==> config.mk <==
export PLATFORM = sky130hd
export DESIGN_NAME = striping_arbiter_c
export DESIGN_NICKNAME = d
export VERILOG_FILES = /design/src/rtl/striping_pkg.sv /design/src/rtl/striping_arbiter_c.sv
export SDC_FILE = /design/constraint.sdc
export NUM_CORES = 1
export LEC_CHECK = 0
export CORE_UTILIZATION = 36
export CTS_CLUSTER_SIZE = 28
export DETAILED_ROUTE_END_ITERATION = 6
export GPL_TIMING_DRIVEN = 0
export PLACE_DENSITY = 0.87
export SLEW_MARGIN = 40
export SYNTH_ARGS = -nofsm -noshare
export SYNTH_HDL_FRONTEND = slang
export SYNTH_SLANG_ARGS = --single-unit
export TNS_END_PERCENT = 100
==> constraint.sdc <==
create_clock -name clk_2f_c -period 1.8 [get_ports clk_2f_c]
set_input_delay 0.18 -clock clk_2f_c [delete_from_list [all_inputs] [get_ports clk_2f_c]]
set_output_delay 0.18 -clock clk_2f_c [all_outputs]
set_load 0.1 [all_outputs]
==> src/rtl/striping_pkg.sv <==
// Shared types and constants for the two-lane striping front end.
package striping_pkg;

  localparam int unsigned DataW    = 32;
  localparam int unsigned NumLanes = 2;

  localparam logic [DataW-1:0] PadWordDefault = 32'hBCBC_BCBC;

  typedef enum logic [1:0] {
    StIdle   = 2'd0,
    StServe0 = 2'd1,
    StServe1 = 2'd2,
    StPad    = 2'd3
  } arb_state_e;

  // Source to grant from IDLE; rr names the source served last, so a tie goes to the other one.
  function automatic logic pick_source(input logic r0, input logic r1, input logic rr);
    if (r0 && r1) begin
      return ~rr;
    end
    return r1;
  endfunction

endpackage

==> src/rtl/striping_arbiter_c.sv <==
// Packet-level round-robin arbiter feeding the two-lane byte striper; pads odd-length packets
// so that every packet starts on lane 0.
module striping_arbiter_c
  import striping_pkg::*;
#(
  parameter logic [DataW-1:0] PAD_WORD = PadWordDefault
) (
  input  logic             clk_2f_c,
  input  logic             reset,
  input  logic             req_0,
  input  logic [DataW-1:0] data_0,
  input  logic             last_0,
  output logic             pop_0,
  input  logic             req_1,
  input  logic [DataW-1:0] data_1,
  input  logic             last_1,
  output logic             pop_1,
  output logic             valid_out,
  output logic [DataW-1:0] data_out,
  output logic             lane_par,
  output logic             busy
);

  localparam int unsigned LaneBits = $clog2(NumLanes);

  arb_state_e          state_q, state_d;
  logic                rr_q, rr_d;
  logic [LaneBits-1:0] lane_q, lane_d;
  logic                valid_q, valid_d;
  logic [DataW-1:0]    data_q, data_d;

  logic                sel;
  logic                cur_req;
  logic                cur_last;
  logic [DataW-1:0]    cur_data;

  // Mux of the source currently owning the striper; only meaningful in SERVE states.
  always_comb begin
    sel      = (state_q == StServe1);
    cur_req  = sel ? req_1 : req_0;
    cur_last = sel ? last_1 : last_0;
    cur_data = sel ? data_1 : data_0;
  end

  // Pops and busy are masked while reset is held so a mid-packet reset consumes nothing.
  always_comb begin
    pop_0 = reset & (state_q == StServe0) & req_0;
    pop_1 = reset & (state_q == StServe1) & req_1;
    busy  = reset & (state_q != StIdle);
  end

  always_comb begin
    state_d = state_q;
    rr_d    = rr_q;
    lane_d  = lane_q;
    valid_d = 1'b0;
    data_d  = '0;

    case (state_q)
      StIdle: begin
        if (req_0 || req_1) begin
          state_d = pick_source(req_0, req_1, rr_q) ? StServe1 : StServe0;
        end
      end

      StServe0, StServe1: begin
        if (cur_req) begin
          valid_d = 1'b1;
          data_d  = cur_data;
          lane_d  = lane_q + 1'b1;
          if (cur_last) begin
            rr_d = sel;
            // A last word landing on lane 0 leaves the packet odd; lane 1 must be filled.
            state_d = (lane_q == '0) ? StPad : StIdle;
          end
        end
      end

      StPad: begin
        valid_d = 1'b1;
        data_d  = PAD_WORD;
        lane_d  = lane_q + 1'b1;
        state_d = StIdle;
      end

      default: begin
        state_d = StIdle;
      end
    endcase
  end

  always_ff @(posedge clk_2f_c) begin
    if (!reset) begin
      state_q <= StIdle;
      rr_q    <= 1'b1;
      lane_q  <= '0;
      valid_q <= 1'b0;
      data_q  <= '0;
    end else begin
      state_q <= state_d;
      rr_q    <= rr_d;
      lane_q  <= lane_d;
      valid_q <= valid_d;
      data_q  <= data_d;
    end
  end

  assign valid_out = valid_q;
  assign data_out  = data_q;
  assign lane_par  = lane_q[0];

endmodule

; ---- Yosys cells after proc, flatten, opt, wreduce, memory -nomap -nowiden
; Cells that the tools add are included.
[op_classes]
muxes = 22
bitwise = 6
eq_ne = 6
reduce_logical = 9
add_sub_neg = 1
[op_table]
columns = op, count
row1 = 2-to-1 mux 32 bit, 2
row2 = one-hot mux 32 bit (2 select lines), 1
row3 = 2-to-1 mux 1 bit, 11
row4 = 2-to-1 mux 2 bit, 5
row5 = != test 2 bit (second input constant), 3
row6 = one-hot mux 2 bit (3 select lines), 1
row7 = AND reduction 3 bit, 2
row8 = bitwise AND 1 bit, 5
row9 = equality test 2 bit (second input constant), 2
row10 = one-hot mux 1 bit (2 select lines), 2
row11 = nonzero test 2 bit, 2
row12 = equality test 2 x 1 -> 1 bit (second input constant), 1
row13 = zero test 2 bit, 1
row14 = AND reduction 2 bit, 1
row15 = OR reduction 2 bit, 1
row16 = adder 1 bit (second input constant), 1
row17 = logical AND 1 bit, 1
row18 = logical OR 1 bit, 1
row19 = NOT 1 bit, 1
[totals]
regBits = 37

; ---- Logic depth before layout (Yosys ltp)
[logic_depth]
word_depth = 10
depth_mapped = 7
depth_no_buf = 6

; ---- Worst setup path after synthesis
; Ideal clock, no wire load.
[synth_timing]
path_kind = register to output
startpoint = register state_q[0]
endpoint = output port busy
path_stages_with_launch = 4
arrival_time_ps = 2011
t_required_ps = 1620
path_slack_ps = -391
path_buffers = 0
cell_sequence = dfxtp_1 > inv_1 > ha_1 > nor2b_1
[synth_between]
elab_chain_cells = 2
[synth_rtl]
columns = element, line_no
row1 = start: declaration, striping_arbiter_c.sv:26  ; arb_state_e state_q, state_d;
row2 = start signal: assignment, striping_arbiter_c.sv:94  ; state_q <= StIdle;
row3 = start signal: assignment, striping_arbiter_c.sv:100  ; state_q <= state_d;
row4 = nonzero test 2 bit, striping_arbiter_c.sv:49  ; busy = reset & (state_q != StIdle);
row5 = bitwise AND 1 bit, striping_arbiter_c.sv:49
row6 = end: declaration, striping_arbiter_c.sv:21  ; output logic busy
; No other way between the ends.

; ---- Final worst setup path
[layout_timing]
startpoint = register state_q[0]
endpoint = output port pop_1
[layout_between]
elab_chain_cells = 3
[layout_rtl]
columns = element, line_no
row1 = equality test 2 bit, striping_arbiter_c.sv:48  ; pop_1 = reset & (state_q == StServe1) & req_1;
row2 = bitwise AND 1 bit (2 in series), striping_arbiter_c.sv:48
row3 = end: declaration, striping_arbiter_c.sv:17  ; output logic pop_1,
; No other way between the ends.

==> impl_metrics.tcl <==
set metrics [dict create \
    status "completed" \
    syn-cell-area_mm2 0.001664 \
    fin_crit_ns 1.676 \
    drc_errors 0 \
    p_leak_uw 0.001186 \
    fin_skew_ns 0.005957 \
    critPathMaxFanout 4 \
    clk_pin_slew_ns 0.07 \
    drt_iter0_markers 96 \
    synth.avg_cell_area_um2 9.847 \
    power.density_mw_per_mm2 1508 \
    synth_top_area_share_pct 44.51 \
    grt_max_degree 13 \
    async_flop_share_pct 0 \
    rows 24 \
    post_cts_buffers 0 \
    n_fill_cell 408 \
    vias 1577 \
    synth_edf_count 0 \
    rsz0062_at_grt "false" \
    insertion_delay_ns 0.28 \
    wl_per_cell_um 12.90 \
    grt_pass1_vias 1507 \
    cp.arrival_ns 1.50 \
    synth_top_area_cell "dfxtp_1" \
    syn_nets 245 \
    numCtsBuffers 5 \
    antenna_found_initial 0 \
    fin_hold_ws_ns 0.4991 \
    path_class "flop to primary output" \
    yosys.cell_types.count 28 \
    synthTopCellsByArea "dfxtp_1 (45%), mux2_2 (14%), nor2_1 (8.1%), mux2i_1 (7.8%), a21oi_1 (6.6%)" \
    crit_family "flip-flops" \
    cts_tree "yes" \
    yosysSeqAreaShare_pct 44.51 \
    firstDrtPassIters 4 \
    power.total_uw 4133 \
    n_antenna_cell 0 \
    holdPathStages 3 \
    r2r-start "state_q[0]$_SDFFE_PN0P_" \
    cts_resized 0 \
    cts_sinks 37 \
    finalCritPeriodShare_pct 93.11 \
    path_cells "inv_2 -> ha_1 -> and3_1 -> clkbuf_4" \
    slew_headroom_pct 65.96 \
    start_util_pct 37.96 \
    startpoint "state_q[0]$_SDFFE_PN0P_" \
    syn2layout_area_growth_pct 64.74 \
    critPathSlowestCell "dfxtp_1" \
    layout.nets 358 \
    hold_viol 0 \
    grt_pass1_wl_um 6955 \
    drive_gt1_share_pct 27.56 \
    htreeDepth 2 \
    worst-r2r-cell-count 7 \
    numPortBuffers 106 \
    overflow 0 \
    cts-root-buf "clkbuf_8" \
    syn_inst 169 \
    worstReg2RegEnd "data_out[5]$_SDFF_PN0_" \
    fp.dieH_um 69.99 \
    design.core.area_mm2 0.004384 \
    viasPerCell 4.707 \
    drv_slew 0 \
    slowest_delay_ns 0.41 \
    fmax_ghz 0.5967 \
    track_usage_pct 17.95 \
    dieWidth_um 69.99 \
    ys_warn_count 0 \
    tightest_slew_ns 0.5105 \
    min-delay-start "data_0[6]" \
    gp_congestion 0.8105 \
    peakVddDrop_v 0.0007521 \
    synth_ff_type "dfxtp_1" \
    die_area_mm2 0.004899 \
    ant_nets 0 \
    synth.most_common_cell "dfxtp_1" \
    synthTopCellsByCount "dfxtp_1 (37), nor2_1 (36), a21oi_1 (22), mux2_2 (20), mux2i_1 (13)" \
    cts_buffer_depth 2 \
    cp.required_ns 1.62 \
    synth_seq_cells 37 \
    hold_end "data_out[6]$_SDFF_PN0_" \
    dp_hpwl_um 3341 \
    critPathLaunchType "flop" \
    drv_cap 0 \
    ios 107 \
    final-setup-viol-count 0 \
    rrSetupSlack_ns 0.17 \
    hold_buffers 0 \
    crit_buf_inv 2 \
    wl_um 4320 \
    end_kind "primary output" \
    hold_path.class "input port to flop" \
]
[power by group]
group          switching (uW)  leakage, uW  internal (uW)
combinational            1520     0.000829            863
clock                     294    0.0000574            450
sequential               64.9     0.000300            941
[per-layer routing]
metal	up-vias	part of all wire, %	wire, um	global-route usage, %
li1	799	-	-	-
met1	715	41	1785	21.07
met2	57	50	2146	31.41
met3	6	7.7	331	5.051
met4	0	1.3	57	5.778
met5	-	0	0	0
[through the flow]
step / utilization, % / cell area, um^2 / instances / setup WS [ns] / TNS [ns]
3_5_place_dp: 59.47 / 2608 / 327 / 0.1049 / 0
3_3_place_gp: 63.70 / 2793 / 327 / -0.4722 / -1.400
4_1_cts: 62.21 / 2728 / 335 / 0.01979 / 0
6_report: 62.53 / 2741 / 335 / 0.1240 / 0
2_1_floorplan: - / 1667 / 169 / 0.1328 / 0
5_1_grt: 62.53 / 2741 / 335 / 0.02151 / 0
[layout make-up]
cell class,count,area (um^2),area share [%]
timing repair buffer,106,880.8,32.13
multi-input combinational,119,852.1,31.08
sequential,37,740.7,27.02
clock buffer,6,82.58,3.012
buffer,11,75.07,2.738
tap,52,65.06,2.373
clock inverter,2,37.54,1.369
inverter,2,7.507,0.2738
[layout by cell type, fill, tap and decap left out, types with 4 or more instances in the layout]
cell | synthesis | routed
clkbuf_8 | 0 | 6
clkbuf_1 | 4 | 4
a21oi_1 | 22 | 22
ha_1 | 6 | 6
buf_2 | 0 | 35
mux2i_1 | 13 | 13
clkdlybuf4s50_1 | 0 | 69
nor2_1 | 36 | 36
buf_4 | 4 | 4
mux2_2 | 20 | 20
dfxtp_1 | 37 | 37
[sequential cells by signal (all words and copies together), names as in the netlist]
name	count
data_out	32
lane_par	1
rr_q	1
state_q	2
valid_out	1
[worst register-to-register path, stage by stage (launching register included)]
cell and delay (ns):
dfxtp_1 0.36, inv_2 0.10, ha_1 0.15, buf_4 0.17, buf_6 0.18, mux2_2 0.35, a21oi_1 0.15, nor2_1 0.05
[logic make-up (layout without fill, tap and decap cells)]
| family | count (synthesis) | count (layout) | share of synthesized area [%] |
|---|---|---|---|
| simple gates | 48 | 48 | 12.78 |
| flops | 37 | 37 | 44.51 |
| mux | 34 | 34 | 22.18 |
| compound gates | 30 | 30 | 10.53 |
| buf+inv | 13 | 127 | 4.962 |
| fa+ha+maj | 6 | 6 | 4.511 |
| xor+xnor | 1 | 1 | 0.5264 |
[worst max-delay path by stage]
stage | depth (start not counted) | slack (ns) | to
after global routing | 7 | 0.02 | data_out[7]$_SDFF_PN0_
after global placement | 3 | -0.47 | pop_1
after CTS | 4 | 0.02 | pop_1
after floorplan | 3 | 0.13 | busy
after detailed placement | 7 | 0.10 | data_out[2]$_SDFF_PN0_
final | 4 | 0.12 | pop_1
Note: power is estimated with default switching activity, not from simulation.
